$ cat config.mk
export PLATFORM = sky130hd
export DESIGN_NAME = vga_timing_gen
export DESIGN_NICKNAME = d
export VERILOG_FILES = /design/src/rtl/vga_timing_pkg.sv /design/src/rtl/vga_axis_counter.sv /design/src/rtl/vga_timing_gen.sv
export SDC_FILE = /design/constraint.sdc
export NUM_CORES = 1
export LEC_CHECK = 0
export ABC_AREA = 1
export CAP_MARGIN = 0
export CORE_UTILIZATION = 50
export CTS_CLUSTER_SIZE = 28
export DETAILED_ROUTE_END_ITERATION = 12
export HOLD_SLACK_MARGIN = 0.05
export PLACE_DENSITY = 0.73
export SETUP_SLACK_MARGIN = 0.02
export SKIP_CTS_REPAIR_TIMING = 1
export SLEW_MARGIN = 0
export SYNTH_ARGS = -nofsm -noshare
export SYNTH_HDL_FRONTEND = slang
export SYNTH_HIERARCHICAL = 1
export SYNTH_SLANG_ARGS = --single-unit
export TNS_END_PERCENT = 10
$ cat constraint.sdc
create_clock -name vga_clk -period 3 [get_ports vga_clk]
set_clock_uncertainty 0.2 [all_clocks]
set_input_delay 0.3 -clock vga_clk [delete_from_list [all_inputs] [get_ports vga_clk]]
set_output_delay 0.3 -clock vga_clk [all_outputs]
set_load 0.05 [all_outputs]
$ cat src/rtl/vga_timing_pkg.sv
// Default 640x480@60 raster constants and the shared coordinate type.
package vga_timing_pkg;
  localparam int COORD_W = 10;
  typedef logic [COORD_W-1:0] coord_t;

  localparam int H_VISIBLE_DEF = 640;
  localparam int H_FP_DEF      = 16;
  localparam int H_SYNC_DEF    = 96;
  localparam int H_BP_DEF      = 48;
  localparam int H_TOTAL_DEF   = H_VISIBLE_DEF + H_FP_DEF + H_SYNC_DEF + H_BP_DEF;

  localparam int V_VISIBLE_DEF = 480;
  localparam int V_FP_DEF      = 10;
  localparam int V_SYNC_DEF    = 2;
  localparam int V_BP_DEF      = 33;
  localparam int V_TOTAL_DEF   = V_VISIBLE_DEF + V_FP_DEF + V_SYNC_DEF + V_BP_DEF;

  function automatic coord_t to_coord(input int v);
    return coord_t'(v);
  endfunction
endpackage

$ cat src/rtl/vga_axis_counter.sv
// One raster axis: wrapping position counter with registered visible/sync decode.
module vga_axis_counter
  import vga_timing_pkg::*;
#(
  parameter int TOTAL      = 800,
  parameter int VISIBLE    = 640,
  parameter int SYNC_START = 656,
  parameter int SYNC_END   = 752
) (
  input  logic   vga_clk,
  input  logic   reset_n,
  input  logic   en,
  output coord_t count,
  output logic   visible,
  output logic   sync_n,
  output logic   wrap
);
  localparam coord_t LAST = to_coord(TOTAL - 1);
  localparam coord_t VIS  = to_coord(VISIBLE);
  localparam coord_t SS   = to_coord(SYNC_START);
  localparam coord_t SE   = to_coord(SYNC_END);

  coord_t nxt;

  assign wrap = en && (count == LAST);

  always_comb begin
    nxt = count;
    if (en) nxt = (count == LAST) ? '0 : count + 1'b1;
  end

  // Decode from the next position so flags land on the same edge as count.
  always_ff @(posedge vga_clk or negedge reset_n) begin
    if (!reset_n) begin
      count   <= LAST;
      visible <= 1'b0;
      sync_n  <= 1'b1;
    end else if (en) begin
      count   <= nxt;
      visible <= (nxt < VIS);
      sync_n  <= !((nxt >= SS) && (nxt < SE));
    end
  end
endmodule

$ cat src/rtl/vga_timing_gen.sv
// Raster timing generator: H/V axis counters plus line/frame pulses and frame counter.
module vga_timing_gen
  import vga_timing_pkg::*;
#(
  parameter int H_VISIBLE = H_VISIBLE_DEF,
  parameter int H_FP      = H_FP_DEF,
  parameter int H_SYNC    = H_SYNC_DEF,
  parameter int H_BP      = H_BP_DEF,
  parameter int V_VISIBLE = V_VISIBLE_DEF,
  parameter int V_FP      = V_FP_DEF,
  parameter int V_SYNC    = V_SYNC_DEF,
  parameter int V_BP      = V_BP_DEF,
  parameter int FRAME_W   = 16
) (
  input  logic               vga_clk,
  input  logic               reset_n,
  input  logic               pix_ce,
  output coord_t             DrawX,
  output coord_t             DrawY,
  output logic               blank,
  output logic               hs,
  output logic               vs,
  output logic               line_start,
  output logic               frame_start,
  output logic [FRAME_W-1:0] frame_count
);
  localparam int H_TOTAL = H_VISIBLE + H_FP + H_SYNC + H_BP;
  localparam int V_TOTAL = V_VISIBLE + V_FP + V_SYNC + V_BP;

  logic h_vis, v_vis, h_wrap, v_wrap;

  vga_axis_counter #(
    .TOTAL(H_TOTAL), .VISIBLE(H_VISIBLE),
    .SYNC_START(H_VISIBLE + H_FP), .SYNC_END(H_VISIBLE + H_FP + H_SYNC)
  ) u_h (
    .vga_clk(vga_clk), .reset_n(reset_n), .en(pix_ce),
    .count(DrawX), .visible(h_vis), .sync_n(hs), .wrap(h_wrap)
  );

  vga_axis_counter #(
    .TOTAL(V_TOTAL), .VISIBLE(V_VISIBLE),
    .SYNC_START(V_VISIBLE + V_FP), .SYNC_END(V_VISIBLE + V_FP + V_SYNC)
  ) u_v (
    .vga_clk(vga_clk), .reset_n(reset_n), .en(h_wrap & pix_ce),
    .count(DrawY), .visible(v_vis), .sync_n(vs), .wrap(v_wrap)
  );

  // Both inputs are flops updated on the same edge, so blank stays aligned.
  assign blank = h_vis & v_vis;

  // Wraps already include pix_ce, so pulses drop on any disabled edge.
  always_ff @(posedge vga_clk or negedge reset_n) begin
    if (!reset_n) begin
      line_start  <= 1'b0;
      frame_start <= 1'b0;
      frame_count <= '1;
    end else begin
      line_start  <= h_wrap;
      frame_start <= v_wrap;
      if (v_wrap) frame_count <= frame_count + 1'b1;
    end
  end
endmodule

# Word-level counts from Yosys, hierarchy flattened

Index checks and enable logic that the tools add are counted.

Flip-flop bits (word level): 42
Output and inout bits: 41
Logic and storage cells: 32
Input port bits: 3

Equality and inequality tests: 2
Add/subtract/negate cells: 3
Multiplexer cells: 4
Order comparisons: 6
Bitwise gates (word level): 2
Reduce and logical (&&, ||, !) cells: 6

Operator list:

| cell                                                                | number |
|---|---|
| two-way mux 10 bit                                                  | 4 |
| adder 10 x 1 -> 10 bit (second input constant)                      | 2 |
| == test 10 bit (second input constant)                              | 2 |
| < comparator 10 bit (second input constant)                         | 2 |
| < comparator 10 x 9 -> 1 bit (second input constant)                | 2 |
| adder 16 x 1 -> 16 bit (second input constant)                      | 1 |
| greater-or-equal comparator 10 bit (second input constant)          | 1 |
| greater-or-equal comparator 10 x 9 -> 1 bit (second input constant) | 1 |
| logical AND 1 bit                                                   | 4 |
| AND 1 bit                                                           | 2 |
| zero test 1 bit                                                     | 2 |

# Depth between registers and ports, before layout

Gate-level depths: netlist (run 1).

Depth in word-level cells: 7
Mapped depth: 18
Depth with buffers taken out: 16

# Modules after synthesis

The synthesis (run 1) kept the hierarchy.

By module, submodules not included:

| module                  | area each (um^2) | instances | cells an instance | seq. area each (um^2) |
|---|---|---|---|---|
| vga_timing_gen          | 950.9            | 1         | 111               | 470.5 |
| vga_axis_counter at u_v | 753.2            | 1         | 96                | 305.3 |
| vga_axis_counter at u_h | 752.0            | 1         | 89                | 310.3 |

# Worst setup path after synthesis (run 1)

Ideal clock, no wire load.

Path type: register to register
Start: register u_h.count[0]
End: register frame_count[10]
Data arrival time: 2.602 ns
Path slack: 0.118 ns
Clock period less this slack: 2.882 ns
Required time: 2.720 ns
Buffers on the path: 2
Cell stages (with the launch flop): 16
Setup time: 0.080 ns
Path through: dfstp_2 ha_1 nand2_1 nor2_8 nand4_4 inv_1 nand2_1 inv_1 buf_6 nand4_2 inv_1 buf_6 nand3_4 nor2_4 nand2_1 xor2_1

Word-level cells in the longest chain between the ends: 4

Ends and longest elaborated chain:

| what                   | line                   | RTL |
|---|---|---|
| from (decl)            | vga_axis_counter.sv:13 | `output coord_t count,` |
| from (signal assigned) | vga_axis_counter.sv:39 | `count <= nxt;` |
| == test 10 bit         | vga_axis_counter.sv:25 | `assign wrap = en && (count == LAST);` |
| logical AND 1 bit      | vga_axis_counter.sv:25 |  |
| named net h_wrap       | vga_timing_gen.sv:30   | `logic h_vis, v_vis, h_wrap, v_wrap;` |
| AND 1 bit              | vga_timing_gen.sv:44   | `.vga_clk(vga_clk), .reset_n(reset_n), .en(h_wrap & pix_ce),` |
| logical AND 1 bit      | vga_axis_counter.sv:25 |  |
| named net v_wrap       | vga_timing_gen.sv:30   |  |
| to (signal assigned)   | vga_timing_gen.sv:60   | `if (v_wrap) frame_count <= frame_count + 1'b1;` |
| to (decl)              | vga_timing_gen.sv:25   | `output logic [FRAME_W-1:0] frame_count` |

The timed path passes the listed nets, and every way through them passes these cells.
A chain may end at the register's enable or synchronous reset.

# Final worst setup path (run 1)

Start: register u_h.count[0]
End: register u_v.visible

Word-level cells in the longest chain between the ends: 5

Ends and longest elaborated chain:

| what                         | line                   | RTL |
|---|---|---|
| == test 10 bit (*)           | vga_axis_counter.sv:25 |  |
| logical AND 1 bit (*)        | vga_axis_counter.sv:25 |  |
| named net h_wrap             | vga_timing_gen.sv:30   |  |
| AND 1 bit (*)                | vga_timing_gen.sv:44   |  |
| two-way mux 10 bit           | vga_axis_counter.sv:29 | `if (en) nxt = (count == LAST) ? '0 : count + 1'b1;` |
| < comparator 10 x 9 -> 1 bit | vga_axis_counter.sv:40 | `visible <= (nxt < VIS);` |
| to (signal assigned)         | vga_axis_counter.sv:40 |  |
| to (decl)                    | vga_axis_counter.sv:14 | `output logic visible,` |

The timed path passes the listed nets; every way through them passes the cells marked *.

==> metrics.md, run 1 <==
| Metric | Value |
|---|---|
| Synth unique cells | `32` |
| Slew @ Worst Pin | `about 0.9 ns` |
| Drt drc | `0` |
| Core Area | `4720 um^2` |
| Root Buffer | `clkbuf_8` |
| Crit. Startpoint | `u_h/count[0]` |
| Synth area leader | `dfstp_2` |
| Xor/xnor share of the synthesized area | `0.0428` |
| Slew headroom | `0.401` |
| Routed vias | `1997` |
| Total wire length | `4810 um` |
| Leak | `1.45 nW` |
| Clock Tree Buf Depth | `2` |
| Worst Setup EP | `u_v/visible` |
| Fin. max-slew vios | `0` |
| Area Growth Syn to Fin | `24.2%` |
| Hold Fails Final Rpt | `0` |
| Syn Std Cell Area | `2460 um^2` |
| Layout cell share with drive strength beyond 1 | `0.254` |
| Initial DRC count | `117` |
| Synth area leaders | `dfstp_2 30%, dfrtp_1 14%, nand2_1 11%, inv_1 7.2%, nand3_1 4.1%` |
| WHS | `between 0.2 and 0.3 ns` |
| TritonCTS clock tree | `done` |
| Die width | `slightly above 70 um` |
| Max Fclk | `between 300 and 400 MHz` |
| Post-synthesis register bit count | `42` |
| Largest net degree at the start of global routing | `43` |
| R2R setup slack | `0.26 ns` |
| Antenna Nets Post-Route | `0` |
| 1st-pass router iterations | `5` |
| Final HPWL DP | `about 3700 um` |
| Synth warn | `6` |
| Post-synth top area share | `0.300` |
| Vias in the first global route | `roughly 1800` |
| Clk_lat worst skew | `0.30 ns` |
| Final setup TNS | `0 ns` |
| Outcome | `completed` |
| Nets | `353` |
| FP Rows | `25` |
| Post-synthesis mux area share | `0` |
| Number of buffers added on ports | `43` |
| Reg2reg path depth | `17` |
| Clock-pin slew on the worst setup and hold paths | `roughly 0.08 ns` |
| DIE HEIGHT | `72.1 um` |
| Initial core utilization | `0.520` |
| CP startpoint kind | `register` |
| Grt ovf | `0` |
| Crit Path Max Fanout | `11` |
| Syn nets | `303` |
| Period utilisation layout | `0.913` |
| Final Critical Period | `2.74 ns` |
| Gpl congestion | `slightly above 0.8` |
| Cell count after synthesis | `296` |
| Largest family of logic cells by synthesized area | `simple AND/OR/NAND/NOR gates` |
| Diodes inserted | `0` |
| Compound-Gate Fraction of Synth Area | `0.0346` |
| Commonest cells in the netlist | `69 x nand2_1, 47 x inv_1, 28 x dfstp_2, 25 x nor2_1, 20 x nand3_1` |
| WP data required | `approximately 3 ns` |
| Synth Area in Simple Gates | `0.367` |
| IR drop worst, VDD | `just over 600 uV` |
| Critical Path AT | `2.73 ns` |
| FF-to-FF End | `u_v/visible` |
| Sequential-to-total area share from yosys stat | `0.442` |
| CP Class | `register to register` |
| Max_cap viols | `0` |
| Initial antenna violation count | `0` |
| Worst hold path type | `register to register` |
| RR Startpoint | `u_h/count[0]` |
| Drt via density | `4.82` |
| Cell Pwr Density | `576 nW/um^2` |
| CTS buffer count | `5` |
| Most common cell in the netlist | `nand2_1` |
| EDFF count, synth | `0` |
| CTS H-tree depth | `2` |
| RSZ-0062 raised after global routing | `false` |
| Main synth FF type | `dfstp_2` |
| CP Capture Type | `register` |
| Async S/R FF share, synth | `1.00` |
| Adder-Cell Fraction of Synth Area | `0.0204` |
| First-pass GRT wire length | `7980 um` |
| Die ar. | `5200 um^2` |
| Avg WL per Cell | `11.6 um` |
| Mean post-synth cell area | `between 8 and 9 um^2` |
| Setup violations, final | `0` |
| GRT Util Overall | `0.200` |
| Clock Sinks | `42` |
| Io pins | `44` |
==> routing by layer <==
metal,wire (um),vias to the layer above,GRT usage
met5,0,-,0
li1,-,1027,-
met3,161,6,0.0472
met2,2360,42,0.335
met1,2220,922,0.253
met4,73,0,0.0719
==> cells in the final DEF, fill, tap and decap left out, types with 4 or more instances in the layout <==
cell             synthesis  routed
nand2_1                 69      67
inv_1                   47      45
clkdlybuf4s50_1          0      42
dfstp_2                 28      28
nor2_1                  25      25
nand3_1                 20      20
nand4_1                 14      14
dfrtp_1                 14      14
nand2_2                 11      13
nand3_2                  7       7
inv_2                    6       7
xor2_1                   7       7
nor2_4                   6       6
xnor2_1                  5       5
nor2_2                   5       5
clkbuf_8                 0       5
nor3_1                   4       4
ha_1                     4       4
a21oi_1                  4       4
==> worst max-delay path, cell delays in order, from the launching register on <==
cell      delay, ns
dfstp_2        0.57
ha_1           0.20
nand2_2        0.11
nor2_8         0.14
nand4_4        0.14
inv_2          0.13
nand2_1        0.06
inv_1          0.09
buf_4          0.19
nand2_2        0.11
nor2_4         0.12
nand2_2        0.08
o21bai_2       0.12
nand2_2        0.07
nor2_2         0.10
nand3_1        0.08
nand3_1        0.08
nand2_1        0.06
==> cells by family after synthesis <==
logic type	count (synthesis)
buffers and inverters	56
flip-flops	42
adder cells (fa/ha/maj)	4
XOR/XNOR	12
AND/OR/NAND/NOR	169
AO/OA/AOI/OAI	13
==> worst min-delay path by stage <==
stage	to	depth (start not counted)	from
floorplan	frame_start	0	reset_n
global placement	frame_count[15]	2	frame_count[15]
detailed placement	frame_count[15]	2	frame_count[15]
CTS	line_start	1	reset_n
global route	u_v/visible	2	u_v/visible
finish	frame_count[15]	2	frame_count[15]
==> state kept, by name, indices dropped and copies added (netlist names) <==
name         flops
frame_count     16
u_h/count       10
u_v/count       10
frame_start      1
line_start       1
u_h/sync_n       1
u_h/visible      1
u_v/sync_n       1
u_v/visible      1
==> power by group <==
part	switching (mW)	internal, mW	total (mW)
logic	0.440	0.211	0.651
registers	0.0848	0.671	0.755
clock network	0.191	0.161	0.353
==> per-stage QoR <==
| stage | utilization | cells | power [mW] | setup WS (ns) | cell area (um^2) |
|---|---|---|---|---|---|
| 3_3_place_gp | 0.625 | 405 | 1.41 | 0.151 | 2950 |
| 2_1_floorplan | - | 296 | 1.22 | 0.118 | 2460 |
| 6_report | 0.646 | 414 | 1.76 | 0.260 | 3050 |
| 3_5_place_dp | 0.625 | 405 | 1.41 | 0.137 | 2950 |
| 5_1_grt | 0.646 | 414 | 1.85 | 0.0395 | 3050 |
| 4_1_cts | 0.642 | 413 | 1.78 | 0.116 | 3030 |
==> layout make-up <==
class,count,area [um^2]
sequential,42,1090
multi-input combinational,198,1150
clock inverter,2,10.0
inverter,53,203
timing repair buffer,46,450
fill,410,1670
tap,67,83.8
clock buffer,6,72.6
Note: power is estimated with default switching activity, not from simulation.
==> inputs of run 2 (changes only) <==
Settings changed: SKIP_CTS_REPAIR_TIMING 1 to unset.
==> results of run 2 <==
The final DEF is identical to that of run 1; final timing and power are the same.
==> inputs of run 3 (changes only) <==
Settings changed: ABC_CLOCK_PERIOD_IN_PS set to 3000, SLEW_MARGIN 0 to unset.
==> results of run 3 <==
The final DEF is identical to that of run 1; final timing and power are the same.
